File: src/rtl/keypad_scanner_pkg.sv
// Shared constants, types and helpers for the 4x4 keypad scanner.
package keypad_scanner_pkg;

    localparam int unsigned NUM_ROWS = 4;
    localparam int unsigned NUM_COLS = 4;
    localparam int unsigned ROW_W    = 2;
    localparam int unsigned COL_W    = 2;
    localparam int unsigned KEY_W    = ROW_W + COL_W;
    localparam int unsigned CODE_W   = KEY_W + 1;

    // Internal scan codes carry a NONE flag in the MSB.
    localparam logic [CODE_W-1:0] KEY_NONE = 5'h10;

    typedef enum logic {
        IDLE    = 1'b0,
        PRESSED = 1'b1
    } state_e;

    // Number of asserted rows in one column, saturated at 2.
    function automatic logic [1:0] sat_hits(input logic [NUM_ROWS-1:0] hits);
        logic [2:0] n;
        n = '0;
        for (int i = 0; i < NUM_ROWS; i++) begin
            n = n + 3'(hits[i]);
        end
        return (n >= 3'd2) ? 2'd2 : n[1:0];
    endfunction

    // Index of the lowest asserted row (0 when none).
    function automatic logic [ROW_W-1:0] lowest_row(input logic [NUM_ROWS-1:0] hits);
        logic [ROW_W-1:0] r;
        r = '0;
        for (int i = NUM_ROWS - 1; i >= 0; i--) begin
            if (hits[i]) r = ROW_W'(i);
        end
        return r;
    endfunction

endpackage

File: src/rtl/keypad_scanner_sync_edge_detect.sv
// Two-flop synchroniser followed by a registered rising-edge pulse.
module sync_edge_detect (
    input  logic clock_50m,
    input  logic reset_n,
    input  logic async_in,
    output logic rise_pulse
);

    logic sync_1;
    logic sync_2;
    logic sync_3;

    // Synchronise the input and flag a 0->1 transition for one cycle.
    always_ff @(posedge clock_50m or negedge reset_n) begin
        if (!reset_n) begin
            sync_1     <= 1'b0;
            sync_2     <= 1'b0;
            sync_3     <= 1'b0;
            rise_pulse <= 1'b0;
        end else begin
            sync_1     <= async_in;
            sync_2     <= sync_1;
            sync_3     <= sync_2;
            rise_pulse <= sync_2 & ~sync_3;
        end
    end

endmodule

File: src/rtl/keypad_scanner.sv
// 4x4 matrix keypad scanner with whole-scan debounce and single-key press events.
module keypad_scanner
    import keypad_scanner_pkg::*;
#(
    parameter int unsigned DEBOUNCE_SCANS = 2
) (
    input  logic                clock_50m,
    input  logic                reset_n,
    input  logic                sw_clk,
    input  logic [NUM_ROWS-1:0] row_n,
    output logic [NUM_COLS-1:0] col_n,
    output logic [KEY_W-1:0]    key_code,
    output logic                key_valid,
    output logic                key_pressed
);

    localparam int unsigned      CNT_W   = $clog2(DEBOUNCE_SCANS + 1);
    localparam logic [CNT_W-1:0] CNT_MAX = CNT_W'(DEBOUNCE_SCANS);

    logic                tick;
    logic [NUM_ROWS-1:0] row_s1;
    logic [NUM_ROWS-1:0] row_s2;
    logic [COL_W-1:0]    col_idx;
    logic [COL_W-1:0]    col_idx_nxt;
    logic [1:0]          hit_cnt;
    logic [CODE_W-1:0]   first_code;
    logic [CODE_W-1:0]   prev_code;
    logic [CNT_W-1:0]    stable_cnt;
    logic                scan_done;

    logic [NUM_ROWS-1:0] row_hits;
    logic [1:0]          col_hits;
    logic [2:0]          hit_sum_raw;
    logic [1:0]          hit_sum;
    logic [CODE_W-1:0]   first_next;
    logic [CODE_W-1:0]   scan_code_c;

    state_e              state;
    state_e              state_nxt;
    logic [KEY_W-1:0]    key_code_nxt;
    logic                key_valid_nxt;
    logic                key_pressed_nxt;

    sync_edge_detect u_sw_clk_sync (
        .clock_50m  (clock_50m),
        .reset_n    (reset_n),
        .async_in   (sw_clk),
        .rise_pulse (tick)
    );

    // Two-flop synchroniser for the row inputs (idle level is all-high).
    always_ff @(posedge clock_50m or negedge reset_n) begin
        if (!reset_n) begin
            row_s1 <= '1;
            row_s2 <= '1;
        end else begin
            row_s1 <= row_n;
            row_s2 <= row_s1;
        end
    end

    // Fold the current column's rows into the running scan result.
    always_comb begin
        row_hits    = ~row_s2;
        col_hits    = sat_hits(row_hits);
        hit_sum_raw = {1'b0, hit_cnt} + {1'b0, col_hits};
        hit_sum     = (hit_sum_raw >= 3'd2) ? 2'd2 : hit_sum_raw[1:0];
        first_next  = first_code;
        if (hit_cnt == 2'd0 && col_hits != 2'd0) begin
            first_next = {1'b0, lowest_row(row_hits), col_idx};
        end
        scan_code_c = (hit_sum == 2'd1) ? first_next : KEY_NONE;
        col_idx_nxt = col_idx + 2'd1;
    end

    // Column stepping, per-scan accumulation and debounce at scan close.
    always_ff @(posedge clock_50m or negedge reset_n) begin
        if (!reset_n) begin
            col_idx    <= '0;
            col_n      <= 4'b1110;
            hit_cnt    <= '0;
            first_code <= KEY_NONE;
            prev_code  <= KEY_NONE;
            stable_cnt <= '0;
            scan_done  <= 1'b0;
        end else begin
            scan_done <= 1'b0;
            if (tick) begin
                col_idx <= col_idx_nxt;
                col_n   <= ~(4'b0001 << col_idx_nxt);
                if (col_idx == 2'd3) begin
                    hit_cnt    <= '0;
                    first_code <= KEY_NONE;
                    scan_done  <= 1'b1;
                    if (scan_code_c == prev_code) begin
                        if (stable_cnt != CNT_MAX) stable_cnt <= stable_cnt + CNT_W'(1);
                    end else begin
                        stable_cnt <= CNT_W'(1);
                        prev_code  <= scan_code_c;
                    end
                end else begin
                    hit_cnt    <= hit_sum;
                    first_code <= first_next;
                end
            end
        end
    end

    // FSM state and registered outputs.
    always_ff @(posedge clock_50m or negedge reset_n) begin
        if (!reset_n) begin
            state       <= IDLE;
            key_code    <= '0;
            key_valid   <= 1'b0;
            key_pressed <= 1'b0;
        end else begin
            state       <= state_nxt;
            key_code    <= key_code_nxt;
            key_valid   <= key_valid_nxt;
            key_pressed <= key_pressed_nxt;
        end
    end

    // Next state: act only on a freshly closed, fully debounced scan.
    always_comb begin
        state_nxt = state;
        if (scan_done && stable_cnt == CNT_MAX) begin
            case (state)
                IDLE:    if (!prev_code[CODE_W-1]) state_nxt = PRESSED;
                PRESSED: if (prev_code[CODE_W-1])  state_nxt = IDLE;
                default: state_nxt = IDLE;
            endcase
        end
    end

    // Output values: latch the code and pulse valid on entry to PRESSED.
    always_comb begin
        key_valid_nxt   = 1'b0;
        key_code_nxt    = key_code;
        key_pressed_nxt = (state_nxt == PRESSED);
        if (state == IDLE && state_nxt == PRESSED) begin
            key_valid_nxt = 1'b1;
            key_code_nxt  = prev_code[KEY_W-1:0];
        end
    end

endmodule
File: config.mk
export PLATFORM = sky130hd
export DESIGN_NAME = keypad_scanner
export DESIGN_NICKNAME = d
export VERILOG_FILES = /design/src/rtl/keypad_scanner_pkg.sv /design/src/rtl/keypad_scanner_sync_edge_detect.sv /design/src/rtl/keypad_scanner.sv
export SDC_FILE = /design/constraint.sdc
export NUM_CORES = 1
export LEC_CHECK = 0
export ABC_AREA = 1
export BUFFER_PORTS_ARGS = -buffer_cell sky130_fd_sc_hd__buf_4
export CAP_MARGIN = 40
export CORE_UTILIZATION = 55
export CTS_BUF_LIST = sky130_fd_sc_hd__clkbuf_8
export DETAILED_ROUTE_END_ITERATION = 6
export PLACE_DENSITY = 0.71
export SYNTH_ARGS = -nofsm -noshare
export SYNTH_HDL_FRONTEND = slang
export SYNTH_SLANG_ARGS = --single-unit
File: constraint.sdc
create_clock -name clock_50m -period 5.8 [get_ports clock_50m]
set_clock_uncertainty 0.2 [all_clocks]
set_input_delay 1.16 -clock clock_50m [delete_from_list [all_inputs] [get_ports clock_50m]]
set_output_delay 1.16 -clock clock_50m [all_outputs]
set_load 0.01 [all_outputs]
### After elaboration in Yosys (flattened, before gate mapping)

Cells that the tools add are included.

* bits in registers: 39
* bits of input ports: 7
* output and inout bits: 10
* logic and storage cells: 61

* add/sub/neg operators: 6
* magnitude comparators: 2
* equality and inequality tests: 6
* shift operators: 1
* multiplexer cells: 17
* bitwise gates (word level): 6
* reductions and logical operators: 7

Operator list (count)
* two-way mux 2 bit: 9
* two-way mux 5 bit: 3
* NOT 4 bit: 2
* >= comparator 3 x 2 -> 1 bit (second input constant): 2
* AND reduction 3 bit: 2
* equality test 5 bit: 1
* two-way mux 1 bit: 5
* adder 2 x 1 -> 2 bit (second input constant): 2
* equality test 2 bit (second input constant): 2
* left shift 1 x 2 -> 4 bit (first input constant): 1
* adder 2 x 1 -> 3 bit: 1
* adder 2 x 2 -> 3 bit: 1
* adder 3 x 1 -> 3 bit: 1
* logical AND 1 bit: 3
* NOT 1 bit: 3
* adder 1 x 1 -> 2 bit: 1
* equality test 2 x 1 -> 1 bit (second input constant): 1
* logical NOT 2 bit: 1
* != test 2 x 1 -> 1 bit (second input constant): 1
* != test 2 bit (second input constant): 1
* nonzero test 2 bit: 1
* AND 1 bit: 1

### Logic depth before layout (Yosys ltp)

Gate-level depths: netlist of run 1.

* word-level depth: 14
* gate-level depth with buffers: 20

### Hierarchy

Synthesis of run 1 repeated with hierarchy kept, for this count alone.

* cells, all modules: 196
* area total of the unflattened synthesis: 1839.3 sq um

By module, submodules not included
* keypad_scanner: times used 1, cells each 190, area an instance 1729.2 sq um, seq. area each 892.1 sq um
* sync_edge_detect: times used 1, cells each 6, area an instance 110.1 sq um, seq. area each 100.1 sq um

### Least setup slack after synthesis of run 1

OpenSTA, ideal clock, no wires.

* path type: reg2reg
* from: reg row_s2[1]
* to: reg stable_cnt[0]
* arrival: 3.251 ns
* data required time: 5.474 ns
* setup slack: 2.223 ns
* cell stages (with the launch flop): 19
* path buffers: 0
* clock period less this slack: 3.577 ns
* cell sequence: dfstp_2 -> fa_1 -> inv_1 -> ha_1 -> inv_1 -> ha_1 -> a211oi_1 -> ha_1 -> inv_1 -> fa_1 -> nand2_1 -> nor2_8 -> nand2_2 -> nand2_2 -> nand2_2 -> nor2_1 -> nand3_1 -> o21bai_2 -> o21ai_1

* word-level cells in the longest chain between the ends: 14

RTL lines
* start, declared: RTL line keypad_scanner.sv:22 `logic [NUM_ROWS-1:0] row_s2;`
* start signal, assigned: RTL line keypad_scanner.sv:58 `row_s2 <= row_s1;`
* NOT 4 bit *: RTL line keypad_scanner.sv:64 `row_hits = ~row_s2;`
* adder 1 x 1 -> 2 bit: RTL line keypad_scanner_pkg.sv:24 `n = n + 3'(hits[i]);`
* adder 2 x 1 -> 3 bit: RTL line keypad_scanner_pkg.sv:24
* adder 3 x 1 -> 3 bit: RTL line keypad_scanner_pkg.sv:24
* >= comparator 3 x 2 -> 1 bit: RTL line keypad_scanner_pkg.sv:26 `return (n >= 3'd2) ? 2'd2 : n[1:0];`
* two-way mux 2 bit: RTL line keypad_scanner_pkg.sv:26
* adder 2 x 2 -> 3 bit: RTL line keypad_scanner.sv:66 `hit_sum_raw = {1'b0, hit_cnt} + {1'b0, col_hits};`
* >= comparator 3 x 2 -> 1 bit: RTL line keypad_scanner.sv:67 `hit_sum = (hit_sum_raw >= 3'd2) ? 2'd2 : hit_sum_raw[1:0];`
* two-way mux 2 bit: RTL line keypad_scanner.sv:67
* equality test 2 x 1 -> 1 bit: RTL line keypad_scanner.sv:72 `scan_code_c = (hit_sum == 2'd1) ? first_next : KEY_NONE;`
* two-way mux 5 bit *: RTL line keypad_scanner.sv:72
* equality test 5 bit *: RTL line keypad_scanner.sv:95 `if (scan_code_c == prev_code) begin`
* != test 2 x 1 -> 1 bit (no source line)
* AND reduction 3 bit (no source line)
* end signal, assigned: RTL line keypad_scanner.sv:96 `if (stable_cnt != CNT_MAX) stable_cnt <= stable_cnt + CNT_W'(1);`
* end, declared: RTL line keypad_scanner.sv:28 `logic [CNT_W-1:0] stable_cnt;`

Mark *: on every way between the ends. The rest lies on a longest branch, timed or not.
A chain may end at the register's enable or synchronous reset.

### Worst setup path after layout of run 1

* from: reg row_s2[1]
* to: reg prev_code[3]

* word-level cells in the longest chain between the ends: 14

RTL lines
* NOT 4 bit *: RTL line keypad_scanner.sv:64
* adder 1 x 1 -> 2 bit: RTL line keypad_scanner_pkg.sv:24
* adder 2 x 1 -> 3 bit: RTL line keypad_scanner_pkg.sv:24
* adder 3 x 1 -> 3 bit: RTL line keypad_scanner_pkg.sv:24
* >= comparator 3 x 2 -> 1 bit: RTL line keypad_scanner_pkg.sv:26
* two-way mux 2 bit: RTL line keypad_scanner_pkg.sv:26
* adder 2 x 2 -> 3 bit: RTL line keypad_scanner.sv:66
* >= comparator 3 x 2 -> 1 bit: RTL line keypad_scanner.sv:67
* two-way mux 2 bit: RTL line keypad_scanner.sv:67
* equality test 2 x 1 -> 1 bit: RTL line keypad_scanner.sv:72
* two-way mux 5 bit *: RTL line keypad_scanner.sv:72
* equality test 5 bit: RTL line keypad_scanner.sv:95
* NOT 1 bit (no source line)
* AND reduction 3 bit (no source line)
* end signal, assigned: RTL line keypad_scanner.sv:99 `prev_code <= scan_code_c;`
* end, declared: RTL line keypad_scanner.sv:27 `logic [CODE_W-1:0] prev_code;`

Marked as above.

==> impl_metrics.tcl, run 1 <==
set metrics [dict create \
    setup.worst_path.start_class "register" \
    clock_pin_slew_on_the_worst_setup_and_hold_paths_ps 80 \
    area.growth.synth_to_final_pct 13.0 \
    timing_hold_violations_final 0 \
    floorplan_core_area_mm2 0.00336 \
    root_buffer "clkbuf_8" \
    ys_top_cells_by_area "dfrtp_1 (33%), dfstp_2 (18%), nand2_1 (8.3%), ha_1 (6.4%), inv_1 (6.4%)" \
    drv_cap 0 \
    synth_top_area_share_pct 33.5 \
    synth_sequential_area_ratio_pct 51.1 \
    kind_of_path_behind_the_tightest_hold_check "register to register" \
    drtAntennaViolNets 0 \
    grt_antenna_before_repair 0 \
    gpl.final_weighted_congestion 0.829 \
    max_clock_freq_mhz 258 \
    yosys_register_bits 39 \
    synth.distinct_cells 32 \
    io_buffer_count 16 \
    rows 21 \
    period_needed_ps 3880 \
    final_standard_cell_utilization_of_the_core_pct 65.3 \
    via_count 1377 \
    synth_area_per_cell_um2 9.39 \
    avgViaCountPerCell 5.03 \
    powerDensity_mw_per_mm2 400 \
    endpoint_kind "register" \
    netlist_area_mm2 0.00194 \
    p_sw_share_pct 38.4 \
    p_int_mw 0.541 \
    finish.net_count 246 \
    grt_pass1_vias 1307 \
    total_net_switching_power_mw 0.338 \
    setup_repair_after_global_routing_missed_its_margin "no" \
    die_w_um 61.4 \
    cts_num_sinks 39 \
    worst_slew_pin_slew_ps 468 \
    antennaDiodeCount 0 \
    finalSetupViolCount 0 \
    postCtsHoldBufs 0 \
    finalNonFillerCells 274 \
    synthDominantAreaCellType "dfrtp_1" \
    worst_hold_slack_ps 157 \
    timing.final.crit_share_pct 66.9 \
    setup_tns_final_ps 0 \
    reg2reg_setup_slack_ps 1920 \
    detail_route.drc_violations 0 \
    tritoncts "built" \
    floorplan.die.height_um 61.4 \
    placed_wire_length_estimate_after_detailed_placement_um 2550 \
    leakage_nw 1.16 \
    max-vdd-ir-drop_uv 227 \
    clock_power_share_pct 20.6 \
    cts_resized 0 \
    combinationalPowerShare_pct 35.9 \
    io_pins 17 \
    global_route.overflow_total 0 \
    yosysWarningCount 0 \
    crit_type "register to register" \
    grt_first_pass_wirelength_um 5710 \
    clockBufferDepth 2 \
    placed_cells 266 \
    worst_slew_margin_rel_pct 68.8 \
    report.power.total_mw 0.879 \
    seq_power_share_pct 43.5 \
    grt_start_max_net_pins 40 \
    netlist_instances 207 \
    report.final.slew_viol_count 0 \
    initialDrtViolationCount 64 \
    detail_route.wl_per_cell_um 12.4 \
    ctsHtreeMaxLevel 2 \
    drt_wl_total_um 3400 \
    status "complete, no violations" \
    setup_fix_buffers_added_after_clock_tree_synthesis 0 \
    detail_route.first_pass.iterations 5 \
    worst-endpoint-required_ps 5790 \
    cp.arrival_ps 3870 \
    initial_standard_cell_utilization_of_the_core_pct 57.8 \
    grt.total_usage_pct 21.3 \
    floorplan.die_area_mm2 0.00377 \
    synthesis.nets 226 \
    cts_buffers 5 \
    insertion_delay_ps 300 \
    layout-drive-gt1-share_pct 26.8 \
    critical_path.max_fanout 10 \
]
==> power groups by stage <==
stage / Sequential (mW) / Clock (mW) / Combinational, mW
CTS: 0.382 / 0.187 / 0.316
floorplan: 0.382 / 0 / 0.236
global placement: 0.383 / 0 / 0.298
finish: 0.382 / 0.181 / 0.316
global route: 0.390 / 0.194 / 0.358
detailed placement: 0.386 / 0 / 0.315
==> layout by cell type, fill, tap and decap left out, types with 4 or more instances in the layout <==
cell type / n
nand2_1: 43
inv_1: 33
dfrtp_1: 26
buf_4: 16
nand3_1: 13
dfstp_2: 13
o21ai_0: 11
nor2_1: 10
ha_1: 10
nand2_2: 8
clkbuf_8: 5
inv_2: 4
o22ai_1: 4
==> worst max-delay path, stage by stage (launching register included) <==
cell	delay [ps]
dfstp_2	570
fa_1	410
inv_1	60
ha_1	150
inv_1	40
ha_1	310
a211oi_1	260
ha_1	190
inv_1	50
fa_1	480
nand2_1	160
nor2_8	210
nand3_1	150
nand2_1	120
nand2_1	70
nor2_1	110
nand3_1	80
nand3_1	80
nand2_1	60
==> sequential cells by signal, indices dropped and copies added (netlist names), 2 cells and up <==
signal,cells
first_code,5
prev_code,5
col_n,4
key_code,4
row_s1,4
row_s2,4
col_idx,2
hit_cnt,2
stable_cnt,2
==> cells by family after synthesis <==
group           Yosys count  share of synthesized area [%]
xor+xnor                  1                          0.451
fa+ha+maj                12                           8.50
flops                    39                           51.1
buf+inv                  40                           7.79
compound gates           23                           6.89
simple gates             88                           23.2
mux                       4                           2.12
==> synthesized netlist by cell type (all sizes together) <==
library cell,count
o31ai,1
o21ai,12
a211oi,1
fa,2
clkbuf,2
xor2,1
a21boi,1
nand2,53
a21oi,3
o21bai,1
ha,10
dfrtp,26
mux2i,3
nor3,2
mux2,1
o22ai,4
nor2,13
dfstp,13
buf,1
inv,37
or2,1
nand3,17
nand4,2
==> cell type report <==
| class | instances | area, um^2 |
|---|---|---|
| Inverter | 37 | 139 |
| Tap cell | 46 | 57.6 |
| Fill cell | 282 | 1170 |
| Sequential cell | 39 | 992 |
| Clock buffer | 5 | 68.8 |
| Timing Repair Buffer | 16 | 120 |
| Clock inverter | 3 | 18.8 |
| Multi-Input combinational cell | 128 | 800 |
==> metal layers <==
metal	vias to the layer above	GRT usage (%)	wire (um)
met1	644	26.3	1490
met3	5	6.30	187
met2	42	36.3	1670
met5	-	0	0
met4	0	6.67	56
li1	686	-	-
==> worst paths after layout <==
kind | start | endpoint | depth (start not counted)
setup / recovery | row_s2[1]$_DFF_PN1_ | prev_code[3]$_DFFE_PN0P_ | 18
hold / removal | row_s1[3]$_DFF_PN1_ | row_s2[3]$_DFF_PN1_ | 0
min in group asynchronous | reset_n | col_n[0]$_DFFE_PN0P_ | 1
setup reg to reg | row_s2[1]$_DFF_PN1_ | prev_code[3]$_DFFE_PN0P_ | 18
hold reg to reg | row_s1[3]$_DFF_PN1_ | row_s2[3]$_DFF_PN1_ | 0
max in group asynchronous | reset_n | row_s1[3]$_DFF_PN1_ | 1
==> metrics by stage <==
step / cell area (um^2) / setup slack (ps)
after CTS: 2200 / 1910
final: 2200 / 1920
after floorplan: 1940 / 2220
after global routing: 2200 / 1660
after global placement: 2110 / 2070
after detailed placement: 2110 / 1930
(Power assumes the default switching activity.)
==> run 2: changes to the inputs <==
--- a/config.mk
+++ b/config.mk
@@ -11,7 +11,7 @@
 export CORE_UTILIZATION = 55
 export CTS_BUF_LIST = sky130_fd_sc_hd__clkbuf_8
 export DETAILED_ROUTE_END_ITERATION = 6
-export PLACE_DENSITY = 0.71
+export PLACE_DENSITY = 0.74
 export SYNTH_ARGS = -nofsm -noshare
 export SYNTH_HDL_FRONTEND = slang
 export SYNTH_SLANG_ARGS = --single-unit
==> constraint.sdc (replaced) <==
create_clock -name clock_50m -period 3.35 [get_ports clock_50m]
set_clock_uncertainty 0.2 [all_clocks]
set_input_delay 0.67 -clock clock_50m [delete_from_list [all_inputs] [get_ports clock_50m]]
set_output_delay 0.67 -clock clock_50m [all_outputs]
set_load 0.01 [all_outputs]
==> impl_metrics.tcl, run 2 (synthesized netlist as in run 1, its figures left out) <==
set metrics [dict create \
    die_w_um 61.4 \
    detail_route.drc_violations 0 \
    detailed_place.area_mm2 0.00219 \
    cp.arrival_ps 3590 \
    top_regs "first_code: 5 flops, prev_code: 5 flops" \
    crit-reg2reg-capture "prev_code[3]$_DFFE_PN0P_" \
    ctsHtreeMaxLevel 2 \
    grt.total_usage_pct 22.0 \
    kind_of_path_behind_the_tightest_hold_check "primary input to async pin" \
    grt_start_max_net_pins 40 \
    final_design_area_no_fill_mm2 0.00238 \
    critical_path.max_fanout 5 \
    finalSetupViolCount 4 \
    cts_buffers 5 \
    route.top_layer_used "met4" \
    initialDrtViolationCount 74 \
    worst_slew_margin_rel_pct 68.4 \
    gpl.final_weighted_congestion 0.840 \
    grt_first_pass_wirelength_um 5920 \
    timing.final.crit_share_pct 108 \
    worst_slew_pin_slew_ps 473 \
    tritoncts "built" \
    total_net_switching_power_mw 0.620 \
    floorplan.die_area_mm2 0.00377 \
    antennaDiodeCount 0 \
    setup.worst_path.start_class "register" \
    dp_worst_setup_slack_ps -292 \
    clock_power_share_pct 26.2 \
    most_common_cell_after_layout_fill_and_taps_aside "nand2_1" \
    layout-drive-gt1-share_pct 34.6 \
    critical_path.reg2reg.startpoint "row_s2[1]$_DFF_PN1_" \
    max-vdd-ir-drop_uv 428 \
    max_clock_freq_mhz 277 \
    root_buffer "clkbuf_8" \
    worst-r2r-cell-count 18 \
    via_count 1433 \
    cts_num_sinks 39 \
    violations_in_the_final_reports "setup timing" \
    finish.net_count 258 \
    area.growth.synth_to_final_pct 22.7 \
    rows 21 \
    worst-endpoint-required_ps 3330 \
    drt_wl_total_um 3600 \
    layout_common_cells "nand2_1 (42), inv_1 (31), buf_4 (27), dfrtp_1 (26), dfstp_2 (13)" \
    drv_cap 0 \
    report.power.total_mw 1.76 \
    report.final.slew_viol_count 0 \
    timing_hold_violations_final 0 \
    detail_route.first_pass.iterations 4 \
    postCtsHoldBufs 0 \
    grt_antenna_before_repair 0 \
    setup_ws_ps -255 \
    global_route.overflow_total 0 \
    wl_met3_um 106 \
    setup_tns_final_ps -733 \
    floorplan_core_area_mm2 0.00336 \
    insertion_delay_ps 290 \
    p_int_mw 1.14 \
    combinationalPowerShare_pct 36.2 \
    setup_repair_after_global_routing_missed_its_margin "yes" \
    clockBufferDepth 2 \
    detail_route.wl_per_cell_um 12.6 \
    reg2reg_setup_slack_ps -260 \
    clock_pin_slew_on_the_worst_setup_and_hold_paths_ps 80 \
    placed_wire_length_estimate_after_detailed_placement_um 2510 \
    leakage_nw 1.25 \
    initial_standard_cell_utilization_of_the_core_pct 57.8 \
    period_needed_ps 3610 \
    drtAntennaViolNets 0 \
    io_pins 17 \
    p_sw_share_pct 35.3 \
    worst_hold_slack_ps 124 \
    avgViaCountPerCell 5.01 \
    io_buffer_count 16 \
    seq_power_share_pct 37.7 \
    total_routed_wire_length_on_the_met1_layer_um 1640 \
    powerDensity_mw_per_mm2 737 \
    crit_type "register to register" \
    wl_met2_um 1800 \
    endpoint_kind "register" \
    grt_pass1_vias 1329 \
    floorplan.die.height_um 61.4 \
    status "complete, but fails checks" \
]
-- run 2: changes by cell type in the layout (fill, tap and decap cells not counted), moves of 2 or more --
cell | before | now
nand3_2 | 3 | 6
inv_2 | 4 | 6
ha_2 | 0 | 2
buf_4 | 16 | 27
ha_1 | 10 | 7
inv_1 | 33 | 31
nand3_1 | 13 | 10
bufinv_16 | 0 | 2
-- run 2: per-stage QoR --
stage	cells	util (%)
global placement	274	65.1
finish	286	70.9
detailed placement	274	65.1
CTS	285	70.1
global route	286	70.9
floorplan	207	-
-- run 2: final cells by class --
class | count | area, um^2
Timing Repair Buffer | 27 | 203
Multi-Input combinational cell | 129 | 856
Sequential cell | 39 | 992
Clock buffer | 5 | 68.8
Tap cell | 46 | 57.6
Clock inverter | 3 | 67.6
Fill cell | 269 | 980
Inverter | 37 | 139
-- run 2: per-layer routing --
layer | vias to the layer above | global-route usage, %
met2 | 26 | 36.0
met3 | 6 | 5.88
li1 | 714 | -
met5 | - | 0
met4 | 0 | 7.30
met1 | 687 | 28.6
-- run 2: how the worst max path moves through the flow --
stage,startpoint,to,slack [ps],depth (start not counted)
2_1_floorplan,row_s2[1]$_DFF_PN1_,stable_cnt[0]$_DFFE_PN0P_,-90,18
3_3_place_gp,row_s2[1]$_DFF_PN1_,stable_cnt[0]$_DFFE_PN0P_,-210,18
3_5_place_dp,row_s2[1]$_DFF_PN1_,stable_cnt[0]$_DFFE_PN0P_,-290,18
4_1_cts,row_s2[1]$_DFF_PN1_,stable_cnt[0]$_DFFE_PN0P_,-240,18
5_1_grt,row_s2[1]$_DFF_PN1_,stable_cnt[0]$_DFFE_PN0P_,-460,18
6_report,row_s2[1]$_DFF_PN1_,prev_code[3]$_DFFE_PN0P_,-260,18
-- run 2: worst max-delay path, cell delays in order, from the launching register on --
cell      delay, ps
dfstp_2         540
fa_1            410
inv_1            70
ha_2            180
inv_2            40
ha_4            210
a211oi_2        210
ha_2            200
inv_2            40
fa_1            520
nand2_4         100
nor2_4          190
nand2_2          90
nand2_2          70
nand2_1          80
nor2_1          120
nand3_2          90
nand3_2          90
nand2_1          50
-- run 2: power by group through the flow --
stage	logic (mW)	registers [mW]	clock network (mW)
finish	0.635	0.662	0.459
global route	0.713	0.677	0.491
CTS	0.614	0.662	0.471
detailed placement	0.577	0.670	0
global placement	0.549	0.664	0
floorplan	0.421	0.662	0
-- run 2: repair_timing --
action	in CTS	in global routing
hold endpoints to repair	0	0
buffers inserted	2	1
setup endpoints to repair	3	6
pin swaps	1	7
resized for setup	1	7
cloned	1	0
==> run 3: changes to the inputs <==
--- a/config.mk
+++ b/config.mk
@@ -8,10 +8,10 @@
 export ABC_AREA = 1
 export BUFFER_PORTS_ARGS = -buffer_cell sky130_fd_sc_hd__buf_4
 export CAP_MARGIN = 40
-export CORE_UTILIZATION = 55
+export CORE_UTILIZATION = 45
 export CTS_BUF_LIST = sky130_fd_sc_hd__clkbuf_8
 export DETAILED_ROUTE_END_ITERATION = 6
-export PLACE_DENSITY = 0.74
+export PLACE_DENSITY = 0.6
 export SYNTH_ARGS = -nofsm -noshare
 export SYNTH_HDL_FRONTEND = slang
 export SYNTH_SLANG_ARGS = --single-unit
==> constraint.sdc (replaced) <==
create_clock -name clock_50m -period 4.2 [get_ports clock_50m]
set_clock_uncertainty 0.2 [all_clocks]
set_input_delay 0.42 -clock clock_50m [delete_from_list [all_inputs] [get_ports clock_50m]]
set_output_delay 0.42 -clock clock_50m [all_outputs]
set_load 0.01 [all_outputs]
==> impl_metrics.tcl, run 3 (synthesized netlist as in run 1, its figures left out) <==
set metrics [dict create \
    clockBufferDepth 2 \
    floorplan_core_area_mm2 0.00409 \
    critical_path.max_fanout 5 \
    ctsHtreeMaxLevel 2 \
    setup_repair_after_global_routing_missed_its_margin "no" \
    timing.critical_path.to "stable_cnt[0]$_DFFE_PN0P_" \
    final_design_area_no_fill_mm2 0.00222 \
    placed_cells 270 \
    worst-endpoint-required_ps 4170 \
    placed_wire_length_estimate_after_detailed_placement_um 2450 \
    period_needed_ps 3820 \
    top_regs "first_code: 5 flops, prev_code: 5 flops" \
    setup.worst_path.start_class "register" \
    drtAntennaViolNets 0 \
    avgViaCountPerCell 4.88 \
    drt_wl_total_um 3360 \
    setup_tns_final_ps 0 \
    status "complete, no violations" \
    most_common_cell_after_layout_fill_and_taps_aside "nand2_1" \
    crit_cells 18 \
    io_pins 17 \
    final_standard_cell_utilization_of_the_core_pct 54.3 \
    rows 23 \
    insertion_delay_ps 290 \
    crit-reg2reg-capture "stable_cnt[0]$_DFFE_PN0P_" \
    gpl.final_weighted_congestion 0.898 \
    timing.critical_path.mode_cell "nand2_2" \
    report.final.slew_viol_count 0 \
    crit_family "adder cells" \
    cp.arrival_ps 3790 \
    layout-drive-gt1-share_pct 26.5 \
    grt_antenna_before_repair 0 \
    grt_first_pass_wirelength_um 5750 \
    cts_num_sinks 39 \
    cts_buffers 5 \
    finalNonFillerCells 280 \
    detailed_place.area_mm2 0.00211 \
    endpoint_kind "register" \
    leakage_nw 1.18 \
    powerDensity_mw_per_mm2 546 \
    grt_pass1_vias 1291 \
    timing_hold_violations_final 0 \
    critPathMaxStageDelay_ps 560 \
    worst-r2r-cell-count 18 \
    max-vdd-ir-drop_uv 355 \
    die_w_um 67.7 \
    fillerInstances 382 \
    crit_type "register to register" \
    timing.final.crit_share_pct 91.0 \
    floorplan.die.height_um 67.7 \
    detail_route.wl_per_cell_um 12.0 \
    root_buffer "clkbuf_8" \
    worst_hold_slack_ps 32.7 \
    grt_start_max_net_pins 40 \
    global_route.overflow_total 0 \
    initialDrtViolationCount 70 \
    layout_common_cells "nand2_1 (42), inv_1 (35), dfrtp_1 (26), buf_4 (16)" \
    critical-path-slowest-cell "dfstp_2" \
    worstSetupStartpoint "row_s2[1]$_DFF_PN1_" \
    worstPathBufferInverterCount 3 \
    grt.total_usage_pct 17.4 \
    floorplan.die_area_mm2 0.00458 \
    detail_route.first_pass.iterations 4 \
    io_buffer_count 16 \
    crit_path_cell_trace "fa_1, inv_1, ha_1, inv_1, ha_1, a211oi_1, ha_1, inv_1, fa_1, nand2_2, nor2_8, nand2_2, nand2_2, nand2_2, nor2_1, nand3_1, o21bai_2, o21ai_1" \
    finish.net_count 248 \
    area.growth.synth_to_final_pct 14.2 \
    worst_slew_margin_rel_pct 68.0 \
    max_clock_freq_mhz 262 \
    critical_path.reg2reg.startpoint "row_s2[1]$_DFF_PN1_" \
    reg2reg_setup_slack_ps 380 \
    finalSetupViolCount 0 \
    initial_standard_cell_utilization_of_the_core_pct 47.6 \
    via_count 1365 \
    tritoncts "built" \
    clock_pin_slew_on_the_worst_setup_and_hold_paths_ps 80 \
    worst_slew_pin_slew_ps 480 \
    drv_cap 0 \
    detail_route.drc_violations 0 \
    setup_fix_buffers_added_after_clock_tree_synthesis 0 \
    kind_of_path_behind_the_tightest_hold_check "primary input to register" \
    antennaDiodeCount 0 \
]
run 3: area by class of cell:
cell class                 instances  area [um^2]  share of cell area (%)
clock buffer                       5         68.8                    3.10
clock inverter                     3         12.5                   0.564
inverter                          37          139                    6.26
multi-input combinational        129          813                    36.7
sequential                        39          992                    44.7
tap                               50         62.6                    2.82
timing repair buffer              17          130                    5.87
run 3: per-stage QoR:
stage / total power [mW] / setup WS, ps
after detailed placement: 0.965 / 355
after global placement: 0.951 / 482
after global routing: 1.31 / 27.7
after floorplan: 0.854 / 623
final: 1.21 / 380
after CTS: 1.21 / 354
run 3: how the worst min path moves through the flow:
stage / startpoint / to / slack (ps) / cells after the start
after CTS: sw_clk / u_sw_clk_sync.sync_1$_DFF_PN0_ / 30 / 1
final: sw_clk / u_sw_clk_sync.sync_1$_DFF_PN0_ / 30 / 1
after global routing: sw_clk / u_sw_clk_sync.sync_1$_DFF_PN0_ / 30 / 1
after detailed placement: u_sw_clk_sync.sync_1$_DFF_PN0_ / u_sw_clk_sync.sync_2$_DFF_PN0_ / 140 / 0
after global placement: row_s1[3]$_DFF_PN1_ / row_s2[3]$_DFF_PN1_ / 150 / 0
after floorplan: reset_n / col_idx[0]$_DFFE_PN0P_ / -80 / 0
run 3: timing repair:
| item | 4_1_cts | 5_1_grt |
|---|---|---|
| hold endpoints to repair | 26 | 0 |
| endpoints found under the setup margin | 0 | 1 |
| hold buffers | 1 | 0 |
| resized for setup | 0 | 1 |
run 3: layer usage:
| layer | track usage [%] | vias to the layer above | share of wire, % | wire [um] |
|---|---|---|---|---|
| met2 | 27.7 | 25 | 46 | 1540 |
| met1 | 22.5 | 642 | 49 | 1640 |
| met5 | 0 | - | 0 | 0 |
| met3 | 4.56 | 6 | 3.6 | 122 |
| li1 | - | 692 | - | - |
| met4 | 6.65 | 0 | 1.6 | 54 |
run 3: power by group:
group | switching, mW | total [mW] | leakage, nW | internal [mW]
clock | 0.125 | 0.236 | 0.0505 | 0.112
sequential | 0.0595 | 0.528 | 0.475 | 0.468
combinational | 0.279 | 0.447 | 0.650 | 0.168
total | 0.463 | 1.21 | 1.18 | 0.748
